<file path="src/rtl/muldiv_hilo.sv">
// Iterative MULT/MULTU/DIV/DIVU unit with the architectural HI/LO registers.
// One multiplier or quotient bit per cycle; HI/LO change only at completion or on MTHI/MTLO.
module muldiv_hilo #(
    parameter int WIDTH = 32
) (
    input  logic             clk,
    input  logic             reset,
    input  logic             start,
    input  logic [1:0]       op,
    input  logic [WIDTH-1:0] srca,
    input  logic [WIDTH-1:0] srcb,
    input  logic             hiwrite,
    input  logic             lowrite,
    output logic             busy,
    output logic             done,
    output logic             divzero,
    output logic [WIDTH-1:0] hi,
    output logic [WIDTH-1:0] lo
);

    localparam int CW = $clog2(WIDTH);
    localparam logic [CW-1:0] LAST = CW'(WIDTH - 1);

    typedef enum logic {IDLE, RUN} state_t;

    state_t           state;
    logic [CW-1:0]    count;
    logic             is_div;
    logic             neg_q;
    logic             neg_r;
    logic             dz_q;
    logic [WIDTH-1:0] srca_q;
    logic [WIDTH-1:0] operand;
    logic [WIDTH-1:0] acc_hi;
    logic [WIDTH-1:0] acc_lo;

    logic             a_neg;
    logic             b_neg;
    logic [WIDTH-1:0] abs_a;
    logic [WIDTH-1:0] abs_b;

    always_comb begin
        a_neg = ~op[0] & srca[WIDTH-1];
        b_neg = ~op[0] & srcb[WIDTH-1];
        abs_a = a_neg ? -srca : srca;
        abs_b = b_neg ? -srcb : srcb;
    end

    // One iteration: multiply keeps {upper, multiplier} as a 2W shift register,
    // divide keeps {remainder, dividend/quotient} and shifts left.
    logic [WIDTH:0]     mul_sum;
    logic [WIDTH:0]     div_shift;
    logic               div_ge;
    logic [WIDTH-1:0]   div_rem;
    logic [WIDTH-1:0]   step_hi;
    logic [WIDTH-1:0]   step_lo;

    always_comb begin
        mul_sum   = {1'b0, acc_hi} + (acc_lo[0] ? {1'b0, operand} : '0);
        div_shift = {acc_hi, acc_lo[WIDTH-1]};
        div_ge    = div_shift >= {1'b0, operand};
        div_rem   = div_shift[WIDTH-1:0] - operand;
        step_hi   = mul_sum[WIDTH:1];
        step_lo   = {mul_sum[0], acc_lo[WIDTH-1:1]};
        if (is_div) begin
            step_hi = div_ge ? div_rem : div_shift[WIDTH-1:0];
            step_lo = {acc_lo[WIDTH-2:0], div_ge};
        end
    end

    logic [2*WIDTH-1:0] prod;
    logic [2*WIDTH-1:0] prod_fix;
    logic [WIDTH-1:0]   res_hi;
    logic [WIDTH-1:0]   res_lo;

    always_comb begin
        prod     = {step_hi, step_lo};
        prod_fix = neg_q ? -prod : prod;
        res_hi   = prod_fix[2*WIDTH-1:WIDTH];
        res_lo   = prod_fix[WIDTH-1:0];
        if (is_div) begin
            if (dz_q) begin
                res_hi = srca_q;
                res_lo = '1;
            end else begin
                res_hi = neg_r ? -step_hi : step_hi;
                res_lo = neg_q ? -step_lo : step_lo;
            end
        end
    end

    always_ff @(posedge clk or posedge reset) begin
        if (reset) begin
            state   <= IDLE;
            count   <= '0;
            busy    <= 1'b0;
            done    <= 1'b0;
            divzero <= 1'b0;
            hi      <= '0;
            lo      <= '0;
            is_div  <= 1'b0;
            neg_q   <= 1'b0;
            neg_r   <= 1'b0;
            dz_q    <= 1'b0;
            srca_q  <= '0;
            operand <= '0;
            acc_hi  <= '0;
            acc_lo  <= '0;
        end else begin
            done    <= 1'b0;
            divzero <= 1'b0;
            if (state == IDLE) begin
                if (start) begin
                    state   <= RUN;
                    busy    <= 1'b1;
                    count   <= '0;
                    is_div  <= op[1];
                    neg_q   <= a_neg ^ b_neg;
                    neg_r   <= a_neg;
                    dz_q    <= (srcb == '0);
                    srca_q  <= srca;
                    acc_hi  <= '0;
                    operand <= op[1] ? abs_b : abs_a;
                    acc_lo  <= op[1] ? abs_a : abs_b;
                end else begin
                    // MTHI/MTLO are only honoured when no operation is being launched.
                    if (hiwrite) hi <= srca;
                    if (lowrite) lo <= srca;
                end
            end else begin
                acc_hi <= step_hi;
                acc_lo <= step_lo;
                count  <= count + CW'(1);
                if (count == LAST) begin
                    state   <= IDLE;
                    busy    <= 1'b0;
                    done    <= 1'b1;
                    divzero <= is_div & dz_q;
                    hi      <= res_hi;
                    lo      <= res_lo;
                end
            end
        end
    end

endmodule

</file>
<file path="config.mk">
export PLATFORM = sky130hd
export DESIGN_NAME = muldiv_hilo
export DESIGN_NICKNAME = d
export VERILOG_FILES = /design/src/rtl/muldiv_hilo.sv
export SDC_FILE = /design/constraint.sdc
export NUM_CORES = 1
export LEC_CHECK = 0
export CAP_MARGIN = 0
export CORE_AREA = 2 2 208 210
export CTS_CLUSTER_DIAMETER = 50
export DETAILED_ROUTE_END_ITERATION = 10
export DIE_AREA = 0 0 210 212
export GPL_ROUTABILITY_DRIVEN = 0
export PLACE_DENSITY = 0.59
export SYNTH_ARGS = -nofsm -noshare
export SYNTH_HDL_FRONTEND = slang
export SYNTH_SLANG_ARGS = --single-unit
export TNS_END_PERCENT = 20
</file>
<file path="constraint.sdc">
create_clock -name clk -period 22.2 [get_ports clk]
set_input_delay 4.44 -clock clk [delete_from_list [all_inputs] [get_ports clk]]
set_output_delay 4.44 -clock clk [all_outputs]
set_load 0.02 [all_outputs]
</file>
==> metrics.md, run 1 <==
| Metric | Value |
|---|---|
| Initial DRC Count | `1849` |
| Clock slew at reported path FFs | `0.06 ns` |
| Largest net degree at the start of global routing | `105` |
| Crit path launch type | `primary input` |
| I/O Buffers | `137` |
| Post-synth EDFFs | `0` |
| Post-route clock period utilization | `35.9%` |
| Die W | `210 um` |
| CTS resizes | `0` |
| FFs w/ async S/R, synth | `100%` |
| Data required, critical path | `22.63 ns` |
| Crit path DAT | `8.39 ns` |
| Count leader, synth | `nand2_1` |
| Max clock buf depth | `3` |
| Grt ovf | `0` |
| Post-synthesis net count | `2477` |
| CTS Buf Count | `30` |
| Initial Util | `43.4%` |
| Main combinational cell family by area after synthesis | `compound AO/OA/AOI/OAI gates` |
| Vias per inst | `6.39` |
| Worst min-delay path class | `register to register` |
| Synthesized area per cell | `7.91 sq um` |
| Final setup violation count | `0` |
| Post-synthesis adder-cell area fraction | `4.96%` |
| Max H-tree Level | `1` |
| Status | `finished, final reports clean` |
| Post-route cell area | `21100 sq um` |
| Seq/Total Area, Yosys | `27.8%` |
| Hold_buf cts | `0` |
| Fraction of layout cells with a size suffix above 1 | `7.77%` |
| Compound-gate portion of the synthesized area | `27.3%` |
| Area of the mapped netlist | `18500 sq um` |
| Maximum net fanout on the critical path | `6` |
| Clk_skew | `0.00989 ns` |
| Post-DP HPWL | `54.7 mm` |
| Slew Viols, Final | `0` |
| CP Capture Type | `register` |
| 1st-pass router iterations | `7` |
| Routed Antenna Nets | `0` |
| # fillers | `4193` |
| Register area | `5140 sq um` |
| Synth Area in XOR/XNOR | `8.16%` |
| Seq cells post-synth | `205` |
| Post-synth top cells | `276 x nand2_1, 205 x dfrtp_1, 198 x o21ai_0` |
| Num ports | `138` |
| DIE HEIGHT | `212 um` |
| Nets | `2528` |
| Setup CP Type | `primary input to register` |
| Cell Area, Placed | `20100 sq um` |
| Setup bufs post-CTS | `0` |
| Final Critical Period | `7.96 ns` |
| Top cells by area, synth | `dfrtp_1 28%, nand2_1 5.6%, o21ai_0 5.4%, a21oi_1 5.1%, ha_1 4.7%` |
| ANT cells | `0` |
| Gate Count Post-Synth | `2334` |
| Final setup TNS | `0 ns` |
| Wirelength per Cell | `24.7 um` |
| Global Route Usage Sum | `32.3%` |
| Final hold violations | `0` |
| Area leader, netlist | `dfrtp_1` |
| Core area | `42500 sq um` |
| Simple logic cell fraction of the synthesized area | `20.4%` |
| Relative slew slack | `21.5%` |
| Max-cap violation count | `0` |
| Root Driver | `clkbuf_16` |
| Multi-input gate area | `12300 sq um` |
| Die area | `44500 sq um` |
| Synth unique cells | `102` |
| Sinks on Clock Net | `205` |
| Area Overhead vs Synth | `14.2%` |
| Multiplexer area fraction after synthesis | `5.89%` |
| Worst-Margin Slew | `1.18 ns` |
| RSZ-0062 raised after global routing | `false` |
| Ys flop type | `dfrtp_1` |
| Post-Route WL | `72.8 mm` |
| Warnings from Yosys | `0` |
| Synth top area share | `27.8%` |
| Number of placement rows | `76` |
| First-pass GRT wire length | `110 mm` |
| Initial antenna violation count | `3` |
| FMAX | `126 MHz` |
| Clock latency on the worst-skew pair | `0.59 ns` |
| TritonCTS clock tree | `yes` |
| Vias in the first global route | `18201` |
| Number of remaining DRC errors | `0` |
| Via count | `18872` |
==> kinds of logic after synthesis <==
family,after synthesis
compound gates,778
simple gates,777
buf+inv,227
flops,205
xor+xnor,172
mux,103
fa+ha+maj,72
==> area by class of cell <==
class / count / area share, %
Inverter: 74 / 1.35
Clock buffer: 34 / 3.83
Clock inverter: 19 / 0.962
Sequential cell: 205 / 24.4
Multi-Input combinational cell: 1902 / 58.5
Tap cell: 546 / 3.24
Timing Repair Buffer: 172 / 7.71
==> per-layer routing <==
metal | GRT usage (%) | wire length (um) | vias to the layer above
met1 | 42.5 | 30100 | 9170
met5 | 0 | 0 | -
met3 | 3.38 | 4920 | 196
met4 | 16.6 | 4240 | 0
li1 | - | - | 8674
met2 | 52.9 | 33600 | 832
==> sequential cells by signal, indices dropped and copies added (netlist names) <==
signal and cells:
busy 1, acc_hi 32, neg_q 1, state 1, dz_q 1, done 1
operand 32, count 5, divzero 1, lo 32, acc_lo 32, neg_r 1
is_div 1, srca_q 32, hi 32
==> critical path: stages <==
cell and delay (ns):
clkdlybuf4s50_1 0.65, or4_1 0.63, nor4_1 0.58, nand3b_1 0.25, nor2_1 0.25, nand2_1 0.12
nor3_1 0.45, nand2_1 0.14, o21ai_0 0.21, xor2_1 0.24, a211oi_1 0.11, a211oi_1 0.24
a21oi_1 0.06
==> worst paths after layout <==
path | start | end | slack [ns] | cells past startpoint
worst max-delay path | srca[0] | acc_lo[27]$_DFFE_PP0P_ | 14.24 | 13
worst min-delay path | hi[0]$_DFFE_PP0P_ | hi[0]$_DFFE_PP0P_ | 0.48 | 1
worst max register to register | operand[20]$_DFFE_PP0P_ | hi[16]$_DFFE_PP0P_ | 15.93 | 19
worst min register to register | hi[0]$_DFFE_PP0P_ | hi[0]$_DFFE_PP0P_ | 0.48 | 1
max in group asynchronous | reset | state$_DFF_PP0_ | 16.49 | 3
min in group asynchronous | reset | lo[23]$_DFFE_PP0P_ | 4.35 | 2
==> placed cells by master, fill, tap and decap left out, drive strengths merged, types with 62 or more instances in the layout <==
cell,count
clkdlybuf4s50,135
dfrtp,205
xor2,75
a211oi,71
inv,79
o21ai,206
mux2i,62
nand2,277
ha,70
nor2,176
a21oi,190
xnor2,97
==> per-stage QoR <==
| stage | hold slack (ns) | cells | worst slack (ns) | util [%] |
|---|---|---|---|---|
| floorplan | 0.450 | 2334 | 12.16 | - |
| global placement | 0.464 | 2899 | 13.88 | 47.2 |
| detailed placement | 0.469 | 2899 | 13.79 | 47.2 |
| CTS | 0.482 | 2952 | 14.37 | 49.6 |
| global route | 0.505 | 2952 | 14.05 | 49.6 |
| finish | 0.480 | 2952 | 14.24 | 49.6 |
Power of run 1 is left out: the tool's default activity adds up to more than one toggle a clock period on the data nets, which glitch-free logic cannot reach.
==> run 2: changes to the inputs <==
==> constraint.sdc (replaced) <==
create_clock -name clk -period 8.2 [get_ports clk]
set_input_delay 1.64 -clock clk [delete_from_list [all_inputs] [get_ports clk]]
set_output_delay 1.64 -clock clk [all_outputs]
set_load 0.02 [all_outputs]
==> metrics.md, run 2 (synthesis results as in run 1) <==
| Metric | Value |
|---|---|
| WHS Endpoint | `hi[1]$_DFFE_PP0P_` |
| Min-delay src | `hi[1]$_DFFE_PP0P_` |
| Delay-heaviest family, CP | `simple AND/OR/NAND/NOR gates` |
| Worst min-delay path class | `register to register` |
| Status | `finished, final reports clean` |
| Sinks on Clock Net | `205 (unchanged)` |
| CP Capture Type | `register` |
| DIE HEIGHT | `212 um (unchanged)` |
| Post-route cell area | `21100 sq um (about the same)` |
| Slew Viols, Final | `0 (unchanged)` |
| Crit path DAT | `6.72 ns (-1.67 ns)` |
| Core area | `42500 sq um (unchanged)` |
| Number of remaining DRC errors | `0 (unchanged)` |
| Clk_skew | `0.0136 ns (+0.00368 ns)` |
| FF-to-FF setup slack | `1.98 ns (-13.95 ns)` |
| Initial Util | `43.4% (unchanged)` |
| TritonCTS clock tree | `yes` |
| Wirelength per Cell | `24.9 um (+1.0%)` |
| CTS resizes | `0 (unchanged)` |
| Worst-Margin Slew | `1.22 ns (+0.0407 ns)` |
| Area Overhead vs Synth | `14.2% (about the same)` |
| Vias in the first global route | `18067 (-0.74%)` |
| Final hold violations | `0 (unchanged)` |
| Maximum net fanout on the critical path | `17 (+11)` |
| FMAX | `161 MHz` |
| Slowest Stage Delay on Critical Path | `0.85 ns (+0.20 ns)` |
| Post-route clock period utilization | `75.8%` |
| Routed Antenna Nets | `0 (unchanged)` |
| First-pass GRT wire length | `110 mm (about the same)` |
| Cell Area, Placed | `20100 sq um (about the same)` |
| Initial antenna violation count | `5 (+2)` |
| Commonest non-fill, non-tap cell in the layout | `nand2_1` |
| Die area | `44500 sq um (unchanged)` |
| RSZ-0062 raised after global routing | `false` |
| FF-to-FF path depth | `17 (-2)` |
| Final setup TNS | `0 ns (unchanged)` |
| Setup bufs post-CTS | `0 (unchanged)` |
| Initial DRC Count | `2253 (+22%)` |
| I/O Buffers | `137 (unchanged)` |
| Relative slew slack | `18.0% (-3.5 points)` |
| Setup CP Type | `register to register` |
| Nets | `2527 (-0.040%)` |
| Post-Route WL | `73.6 mm (+1.1%)` |
| Crit path from | `operand[6]$_DFFE_PP0P_` |
| Grt ovf | `0 (unchanged)` |
| CP cell instances | `inv_1 -> ha_1 -> a21oi_1 -> o21ai_0 -> a21oi_1 -> a31o_1 -> buf_4 -> a31o_2 -> ha_1 -> nand2_1 -> or4b_1 -> or3_1 -> nor3_1 -> nand2_1 -> o31ai_1 -> mux2_2 -> o22ai_1` |
| Global Route Usage Sum | `32.4% (+0.088 points)` |
| Fraction of layout cells with a size suffix above 1 | `7.73% (-0.042 points)` |
| Vias per inst | `6.36 (-0.54%)` |
| Most frequent cells in the layout | `275 x nand2_1, 203 x dfrtp_1, 198 x o21ai_0, 186 x a21oi_1, 176 x nor2_1` |
| 1st-pass router iterations | `6 (-1)` |
| Crit path launch type | `register` |
| Root Driver | `clkbuf_16` |
| Clock slew at reported path FFs | `0.06 ns (about the same)` |
| Max clock buf depth | `3 (unchanged)` |
| CP max-delay cell | `nor3_1` |
| Hold_buf cts | `0 (unchanged)` |
| Final Critical Period | `6.22 ns` |
| RR Endpoint | `hi[12]$_DFFE_PP0P_` |
| Post-DP HPWL | `55.3 mm (+1.2%)` |
| Largest net degree at the start of global routing | `132 (+26%)` |
| Data required, critical path | `8.70 ns (-13.93 ns)` |
| Via count | `18776 (-0.51%)` |
| Hold path cells | `1 (unchanged)` |
| Num ports | `138 (unchanged)` |
| CP bufs+invs | `2 (+1)` |
| Number of placement rows | `76 (unchanged)` |
| Max H-tree Level | `1 (unchanged)` |
| Worst r2r src | `operand[6]$_DFFE_PP0P_` |
| Final setup violation count | `0 (unchanged)` |
| Max-cap violation count | `0 (unchanged)` |
| CTS Buf Count | `29 (-3.3%)` |
| Clock latency on the worst-skew pair | `0.58 ns (about the same)` |
| Die W | `210 um (unchanged)` |
-- run 2: worst max-delay path by stage --
stage                                        to  slack [ns]  cells after the start
after CTS                    hi[12]$_DFFE_PP0P_        2.26                     17
final                        hi[12]$_DFFE_PP0P_        1.98                     17
after detailed placement     hi[12]$_DFFE_PP0P_        2.28                     17
after global routing         hi[20]$_DFFE_PP0P_        1.82                     18
after floorplan           acc_hi[0]$_DFFE_PP0P_        0.96                      1
after global placement       hi[20]$_DFFE_PP0P_        2.32                     18
-- run 2: metrics by stage --
step | util (%) | setup WS [ns] | hold WS, ns | std cells
3_5_place_dp | 47.2 | 2.28 | 0.469 | 2899
6_report | 49.6 | 1.98 | 0.480 | 2953
2_1_floorplan | - | 0.964 | 0.450 | 2334
3_3_place_gp | 47.2 | 2.32 | 0.463 | 2899
4_1_cts | 49.6 | 2.26 | 0.483 | 2952
5_1_grt | 49.6 | 1.82 | 0.508 | 2952
-- run 2: final cells by class --
class / instances / area [sq um]
fill: 4117 / 21400
tap: 546 / 683
inverter: 74 / 285
antenna: 1 / 2.50
timing repair buffer: 172 / 1640
sequential: 205 / 5140
multi-input combinational: 1902 / 12300
clock buffer: 35 / 788
clock inverter: 18 / 214
-- run 2: routing by layer --
| metal | part of all wire (%) | track usage (%) |
|---|---|---|
| met5 | 0.019 | 0 |
| met4 | 5.9 | 16.7 |
| met3 | 7.9 | 5.39 |
| met2 | 45 | 51.9 |
| met1 | 41 | 42.3 |
Power of run 2 is left out for the same reason.
==> run 3: changes to the inputs <==
==> constraint.sdc (replaced) <==
create_clock -name clk -period 5.8 [get_ports clk]
set_input_delay 1.16 -clock clk [delete_from_list [all_inputs] [get_ports clk]]
set_output_delay 1.16 -clock clk [all_outputs]
set_load 0.02 [all_outputs]
==> metrics.md, run 3 (synthesis results as in run 1) <==
| Metric | Value |
|---|---|
| Status | `finished, final reports clean` |
| CP Capture Type | `register` |
| Gr busiest metal | `met2` |
| Commonest non-fill, non-tap cell in the layout | `nand2_1` |
| CP cell instances | `ha_1 -> a21oi_1 -> o21ai_0 -> a21oi_1 -> a31o_1 -> a31o_2 -> ha_1 -> nand2_1 -> or4b_1 -> or3_1 -> nand2b_1 -> or3_1 -> nor4_1 -> mux2i_1 -> nand2_1 -> a221o_1` |
| Largest net degree at the start of global routing | `108 (-18%)` |
| Crit path DAT | `5.72 ns (-1.00 ns)` |
| Number of placement rows | `76 (unchanged)` |
| Hold_buf cts | `0 (unchanged)` |
| Setup bufs post-CTS | `0 (unchanged)` |
| Die W | `210 um (unchanged)` |
| 1st-pass router iterations | `5 (-1)` |
| Post-Route WL | `76.4 mm (+3.9%)` |
| Met3 usage | `5.10% (-0.30 points)` |
| Post-DP HPWL | `58.0 mm (+4.8%)` |
| Met1 Resource Use GR | `44.8% (+2.5 points)` |
| Crit path launch type | `register` |
| Max-cap violation count | `0 (unchanged)` |
| Delay-heaviest family, CP | `simple AND/OR/NAND/NOR gates` |
| CP bufs+invs | `0 (-2)` |
| Global Route Usage Sum | `33.8% (+1.4 points)` |
| Die area | `44500 sq um (unchanged)` |
| Area Overhead vs Synth | `16.8%` |
| Final Critical Period | `5.30 ns (-0.919 ns)` |
| RSZ-0062 raised after global routing | `false` |
| Post-route clock period utilization | `91.4% (+16 points)` |
| Final setup violation count | `0 (unchanged)` |
| Pre-CTS setup slack | `0.605 ns (-1.67 ns)` |
| FMAX | `189 MHz (+17%)` |
| Fraction of layout cells with a size suffix above 1 | `9.70% (+2.0 points)` |
| Max clock buf depth | `3 (unchanged)` |
| Relative slew slack | `30.3% (+12 points)` |
| Clock slew at reported path FFs | `0.06 ns (about the same)` |
| CTS resizes | `0 (unchanged)` |
| Worst min-delay path class | `register to register` |
| CTS Buf Count | `34 (+17%)` |
| Number of remaining DRC errors | `0 (unchanged)` |
| Slew Viols, Final | `0 (unchanged)` |
| Wirelength per Cell | `25.4 um (+1.9%)` |
| Clock latency on the worst-skew pair | `0.54 ns (-0.04 ns)` |
| TritonCTS clock tree | `yes` |
| Initial Util | `43.4% (unchanged)` |
| Final hold violations | `0 (unchanged)` |
| Root Driver | `clkbuf_16` |
| Data required, critical path | `6.22 ns (-2.48 ns)` |
| Nets | `2583 (+2.2%)` |
| CP max-delay cell | `or4b_1` |
| I/O Buffers | `137 (unchanged)` |
| Setup CP Type | `register to register` |
| Sinks on Clock Net | `205 (unchanged)` |
| DIE HEIGHT | `212 um (unchanged)` |
| Core area | `42500 sq um (unchanged)` |
| Worst setup margin | `0.500 ns (-1.48 ns)` |
| Via count | `19287 (+2.7%)` |
| Vias in the first global route | `18353 (+1.6%)` |
| Grt ovf | `0 (unchanged)` |
| # fillers | `4147 (+0.73%)` |
| Initial antenna violation count | `4 (-1)` |
| Worst-Margin Slew | `1.04 ns (-0.175 ns)` |
| Max H-tree Level | `2 (+1)` |
| ANT cells | `0 (-1)` |
| Num ports | `138 (unchanged)` |
| Slowest Stage Delay on Critical Path | `0.62 ns (-0.23 ns)` |
| First-pass GRT wire length | `114 mm (+3.7%)` |
| Clk_skew | `0.0414 ns (+0.0279 ns)` |
| Vias per inst | `6.41 (+0.81%)` |
| Final setup TNS | `0 ns (unchanged)` |
| Initial DRC Count | `2182 (-3.2%)` |
| GR Util met2 | `53.6% (+1.7 points)` |
| Routed Antenna Nets | `0 (unchanged)` |
| Maximum net fanout on the critical path | `8 (-9)` |
| Most frequent cells in the layout | `275 x nand2_1, 203 x dfrtp_1, 198 x o21ai_0, 186 x a21oi_1, 176 x nor2_1` |
## run 3: metal layers
metal,vias to the layer above,share of wire [%]
met2,1035,45
met5,-,0.014
met4,2,5.8
met1,9251,41
met3,212,8.3
li1,8787,-
## run 3: metrics by stage
step	cell area, sq um	util (%)	instances	hold slack [ns]
finish	21500	50.7	3009	0.479
global route	21500	50.7	3009	0.506
CTS	21500	50.7	3009	0.485
detailed placement	20400	48.1	2950	0.469
global placement	20400	48.1	2950	0.465
floorplan	18500	-	2334	0.450
## run 3: final cells by class
class | instances | area [sq um] | share of cell area [%]
tap | 546 | 683 | 3.17
timing repair buffer | 223 | 2020 | 9.37
inverter | 74 | 282 | 1.31
clock buffer | 44 | 940 | 4.36
clock inverter | 15 | 159 | 0.737
multi-input combinational | 1902 | 12300 | 57.2
sequential | 205 | 5140 | 23.8
## run 3: worst paths after layout
kind | start | cells after the start | slack [ns] | end
min in group asynchronous | reset | 2 | 1.24 | acc_hi[1]$_DFFE_PP0P_
setup / recovery | acc_hi[5]$_DFFE_PP0P_ | 16 | 0.50 | hi[16]$_DFFE_PP0P_
hold / removal | lo[23]$_DFFE_PP0P_ | 2 | 0.48 | lo[23]$_DFFE_PP0P_
max in group asynchronous | reset | 3 | 3.39 | state$_DFF_PP0_
hold reg to reg | lo[23]$_DFFE_PP0P_ | 2 | 0.48 | lo[23]$_DFFE_PP0P_
setup reg to reg | acc_hi[5]$_DFFE_PP0P_ | 16 | 0.50 | hi[16]$_DFFE_PP0P_
## run 3: worst register-to-register path: stages, from the launching register on
cell and delay (ns):
dfrtp_1 0.40, ha_1 0.41, a21oi_1 0.31, o21ai_0 0.22
a21oi_1 0.33, a31o_1 0.22, a31o_2 0.26, ha_1 0.26
nand2_1 0.08, or4b_1 0.62, or3_1 0.47, nand2b_1 0.24
or3_1 0.44, nor4_1 0.34, mux2i_1 0.22, nand2_1 0.08
a221o_1 0.31
Power of run 3 is left out for the same reason.
